--- src/rtl/serial_rx_deser.sv ---
// LSB-first serial frame receiver: start(0), w data bits, [even parity], stop(1).
// Optional parity check is compiled in with `define SERIAL_RX_PARITY_EN.
module serial_rx_deser #(
    parameter int             w       = 4,
    parameter logic [w-1:0]   rst_val = '0
) (
    input  logic         clk,
    input  logic         rst_b,
    input  logic         bit_en,
    input  logic         sin,
    input  logic         clr,
    output logic [w-1:0] q,
    output logic         q_vld,
    output logic         frm_err,
`ifdef SERIAL_RX_PARITY_EN
    output logic         par_err,
`endif
    output logic         busy
);

    localparam int             CW       = $clog2(w);
    localparam logic [CW-1:0]  CNT_LAST = CW'(w - 1);

    typedef enum logic [1:0] {IDLE, DATA, PAR, STOP} state_t;

    state_t        state, state_nxt;
    logic [CW-1:0] cnt;
    logic [w-1:0]  sreg;
`ifdef SERIAL_RX_PARITY_EN
    logic          par_bit;
    logic          par_ok;

    // Even parity: data bits plus the parity bit must XOR to zero.
    assign par_ok = ~(^sreg ^ par_bit);
`endif

    assign busy = (state != IDLE);

    always_ff @(posedge clk or negedge rst_b) begin
        if (!rst_b) state <= IDLE;
        else        state <= state_nxt;
    end

    always_comb begin
        state_nxt = state;
        if (clr) begin
            state_nxt = IDLE;
        end else if (bit_en) begin
            case (state)
                IDLE: if (!sin) state_nxt = DATA;
                DATA: if (cnt == CNT_LAST) begin
`ifdef SERIAL_RX_PARITY_EN
                    state_nxt = PAR;
`else
                    state_nxt = STOP;
`endif
                end
                PAR:  state_nxt = STOP;
                STOP: state_nxt = IDLE;
                default: state_nxt = IDLE;
            endcase
        end
    end

    always_ff @(posedge clk or negedge rst_b) begin
        if (!rst_b) begin
            cnt     <= '0;
            sreg    <= '0;
            q       <= rst_val;
            q_vld   <= 1'b0;
            frm_err <= 1'b0;
`ifdef SERIAL_RX_PARITY_EN
            par_bit <= 1'b0;
            par_err <= 1'b0;
`endif
        end else if (clr) begin
            cnt     <= '0;
            sreg    <= '0;
            q_vld   <= 1'b0;
            frm_err <= 1'b0;
`ifdef SERIAL_RX_PARITY_EN
            par_err <= 1'b0;
`endif
        end else begin
            q_vld   <= 1'b0;
            frm_err <= 1'b0;
`ifdef SERIAL_RX_PARITY_EN
            par_err <= 1'b0;
`endif
            if (bit_en) begin
                case (state)
                    IDLE: cnt <= '0;
                    DATA: begin
                        // Shifting in at the top leaves the word in natural order after w bits.
                        sreg <= {sin, sreg[w-1:1]};
                        cnt  <= (cnt == CNT_LAST) ? '0 : cnt + 1'b1;
                    end
`ifdef SERIAL_RX_PARITY_EN
                    PAR:  par_bit <= sin;
`endif
                    STOP: begin
                        if (!sin) begin
                            frm_err <= 1'b1;
`ifdef SERIAL_RX_PARITY_EN
                        end else if (!par_ok) begin
                            par_err <= 1'b1;
`endif
                        end else begin
                            q     <= sreg;
                            q_vld <= 1'b1;
                        end
                    end
                    default: ;
                endcase
            end
        end
    end

endmodule
--- config.mk ---
export PLATFORM = sky130hd
export DESIGN_NAME = serial_rx_deser
export DESIGN_NICKNAME = d
export VERILOG_FILES = /design/src/rtl/serial_rx_deser.sv
export SDC_FILE = /design/constraint.sdc
export NUM_CORES = 1
export LEC_CHECK = 0
export CORE_MARGIN = 2
export CORE_UTILIZATION = 36
export CTS_CLUSTER_SIZE = 20
export DETAILED_ROUTE_END_ITERATION = 6
export GPL_TIMING_DRIVEN = 1
export SYNTH_ARGS = -nofsm -noshare
export SYNTH_HDL_FRONTEND = slang
export SYNTH_SLANG_ARGS = --single-unit
--- constraint.sdc ---
create_clock -name clk -period 1.5 [get_ports clk]
set_input_delay 0.45 -clock clk [delete_from_list [all_inputs] [get_ports clk]]
set_output_delay 0.45 -clock clk [all_outputs]
set_load 0.05 [all_outputs]
==> results.txt <==
----------------------------------------------------
[Outcome]
  Result of the run ... finished with violations
  Violations in the final reports ... negative setup slack

[Global route]
  Antenna violations before repair ... 0
  Vias in the first global route ... roughly 470
  Pin count of the biggest net entering global routing ... 15
  Total overflow reported by the global router ... 0
  Wire length of the first global-routing pass ... around 2.1 mm
  Tot GR Track Use ... 14.3%

[Setup path]
  Critical Path Most Common Cell ... inv_2
  Endpoint arrival time on the critical path ... 1.07 ns
  Critical path class ... reg2out
  Data required, critical path ... around 1.1 ns
  Sequence of cells on the critical path ... inv_2, ha_4, inv_2, buf_12
  Maximum cell stage delay along the critical path ... between 0.4 and 0.5 ns
  Slowest cell on the critical path ... dfrtp_1
  Maximum fanout encountered on the critical timing path ... 2
  Startpoint Class ... flip-flop
  Critical Path End Type ... output port

[Finish]
  Area of combinational cells with multiple inputs ... around 310 sq um
  Final core utilization ... just under 60%
  Post-synthesis to final-layout area growth ... 52.0%
  Total Nets Final ... 96
  Post-layout instance count excluding filler cells ... 110
  # fillers ... 144
  Seq. cell area ... about 350 sq um
  Share of post-route cells with drive strength above 1 ... around 42%
  Antenna Diode Count ... 0

[Logic synthesis]
  Net count of the mapped netlist ... 70
  Fraction of the mapped netlist area in compound gates ... 8.55%
  Largest cells by area after synthesis ... dfrtp_1, ha_1, mux2_2, nand2_1, a21oi_1
  Syn Inst Count ... 60
  Mapped Avg Cell Area ... about 11 sq um
  Number of distinct library cell variants in the gate-level netlist after synthesis ... 20
  XOR/XNOR share of the synthesized area ... 0%
  Share of synthesized area spent on multiplexers ... under 10%
  Area fraction of the dominant cell type after synthesis ... around 52%
  Register bit count reported by yosys ... 14
  Mapped cell area ... between 600 and 700 sq um
  Share of synthesized cell area in and, or, nand and nor gates ... 16.9%
  Main combinational cell family by area after synthesis ... simple AND/OR/NAND/NOR gates
  Share of synthesized cell area in full adder, half adder and majority cells ... 9.29%
  Cell type with the largest total area after synthesis ... dfrtp_1
  Synth warnings ... 0
  Fraction of the yosys area taken by sequential cells ... between 50 and 60%

[Pwr]
  Largest vdd supply drop ... around 0.00034 V
  Reported leakage power ... 0.491 nW
  Cell Int Power ... approximately 0.62 mW
  Clock share of power ... between 30% and 40%
  Net switching share of the total power ... around a quarter
  Sequential Power Share ... between 40% and 50%
  Combinational group share of total power ... approximately 20%
  Switching power of the nets ... 0.209 mW
  Power per standard cell area ... roughly 810 mW/mm^2

[CTS]
  CTS root buf ... clkbuf_4
  Clock latency on the worst-skew pair ... approximately 0.28 ns
  Quantity of hold-fixing buffers added after cts ... 0
  CTS sink cnt ... 14
  TritonCTS clock tree ... done
  H-Tree Level Count ... 1
  Maximum count of clock buffers along a single path ... 2
  Clock-pin transition on the worst setup and hold timing paths ... around 0.080 ns
  Inserted Clock Buffers ... 3

[Detailed routing]
  Total wire length after detailed routing ... roughly 1.3 mm
  Vias after detailed routing ... between 500 and 600
  Vias per cell ... between 4 and 5
  DRT antenna net count ... 0
  First drt pass iteration count ... 4
  Iteration-0 DRC count of the detailed router ... 12
  DRC errors left ... 0
  DR WL/cell ... about 12 um

[Place]
  Global placement routability congestion ... just under 0.8
  Count of buffers inserted at the top-level ports ... 11
  Pre-CTS setup slack ... -0.142 ns
  Total instance count after detailed placement ... 100
  HPWL Detailed ... between 800 and 900 um

[Timing]
  Max_slew headroom ... 81.8%
  Setup repair after global routing missed its margin ... true
  Minimum hold slack ... about 0.47 ns
  F_max ... around 660 MHz
  Clock skew ... about 0.0017 ns
  Count of pins over their slew limit ... 0
  Count of final setup violators ... 1
  Final period utilization ... 102%
  Least-Margin Pin Slew ... between 0.2 and 0.3 ns
  Final Hold Fails ... 0
  Setup slack of the critical path after layout ... -0.0233 ns
  Time the worst path needs with I/O delays and setup ... around 1.5 ns

[Die]
  Cell row count ... 15
  Initial Util ... around two fifths
  Die Footprint ... ~0.0022 sq mm
  Overall die width ... 47.2 um
  Io pins ... 12
  Core Area ... 0.00175 sq mm
  Vertical die dimension ... ~47 um

[Worst hold path]
  Path type of the worst min-delay path ... in2async

[Flow run]
  Total of max-cap violations ... 0

----------------------------------------------------
==> stage by stage <==
step,setup TNS (ns),power (mW),instance area [sq um]
global placement,-0.959,0.531,918
global route,-0.0767,0.878,1020
CTS,-0.0222,0.833,997
detailed placement,-0.939,0.531,918
floorplan,0,0.470,673
finish,-0.0233,0.826,1020
==> cell type report <==
type,count,area share (%)
sequential,14,34.2
inverter,4,1.47
timing repair buffer,24,27.1
multi-input combinational,39,30.6
tap,25,3.06
clock buffer,4,3.55
==> sequential cells by signal, indices dropped and copies added, names as in the netlist <==
| signal | flops |
|---|---|
| frm_err | 1 |
| q_vld | 1 |
| q | 4 |
| cnt | 2 |
| state | 2 |
| sreg | 4 |
==> layout by cell type (no fill, tap or decap), types with 3 or more instances in the layout <==
cell type and n:
buf_12 7, buf_4 13, ha_1 3, a21oi_1 5, nand2b_1 3, clkdlybuf4s50_1 4, mux2_2 4, inv_2 3
nand3_1 4, nand2_1 7, dfrtp_1 14, clkbuf_4 3
==> synth_stat cells <==
library cell,n
mux2i_1,1
nor2_1,2
nand2_1,7
nand2b_1,3
a31oi_1,1
buf_4,2
o21ai_0,1
nand3_1,4
a211oi_2,1
nand4b_2,1
mux2_2,4
and3_4,1
nor4bb_1,1
nor3_1,1
ha_1,5
dfrtp_1,14
a21oi_1,5
inv_1,4
a32oi_1,1
clkbuf_1,1
==> power by group through the flow <==
stage                     clock network (mW)  registers, mW  logic (mW)
after detailed placement                   0          0.401       0.130
after floorplan                            0          0.399      0.0701
after global placement                     0          0.400       0.131
after CTS                              0.288          0.390       0.155
final                                  0.270          0.391       0.165
after global routing                   0.304          0.392       0.182
==> per-layer routing <==
metal / GRT usage [%] / share of wire [%]
met5: 0 / 0
met4: 8.33 / 0
met3: 4.62 / 3.7
met2: 20.5 / 48
met1: 18.8 / 48
==> logic make-up after synthesis <==
| logic type | Yosys count |
|---|---|
| compound gates | 9 |
| flops | 14 |
| mux | 5 |
| simple gates | 20 |
| fa+ha+maj | 5 |
| buf+inv | 7 |
==> worst max-delay path: cells and delay by family (launching register included) <==
kind | cells | cell delay (ns)
flip-flops | 1 | 0.41
adder cells (fa/ha/maj) | 1 | 0.13
buffers and inverters | 3 | 0.25
==> worst paths after layout <==
kind,startpoint,to,slack [ns],cells after the start
hold reg to reg,sreg[0],q[0],0.53,1
hold / removal,rst_b,q[0],0.47,2
min in group clk,sreg[0],q[0],0.53,1
setup reg to reg,state[1],q[0],0.07,5
setup / recovery,state[1],busy,-0.02,4
max in group asynchronous,rst_b,state[1],0.87,2
==> repair_timing <==
action                                  in CTS  in global routing
buffers inserted                             4                  2
pin swaps                                    1                  1
resized for setup                            4                  3
endpoints found under the setup margin       1                  1
Power figures use the tool's default switching activity.
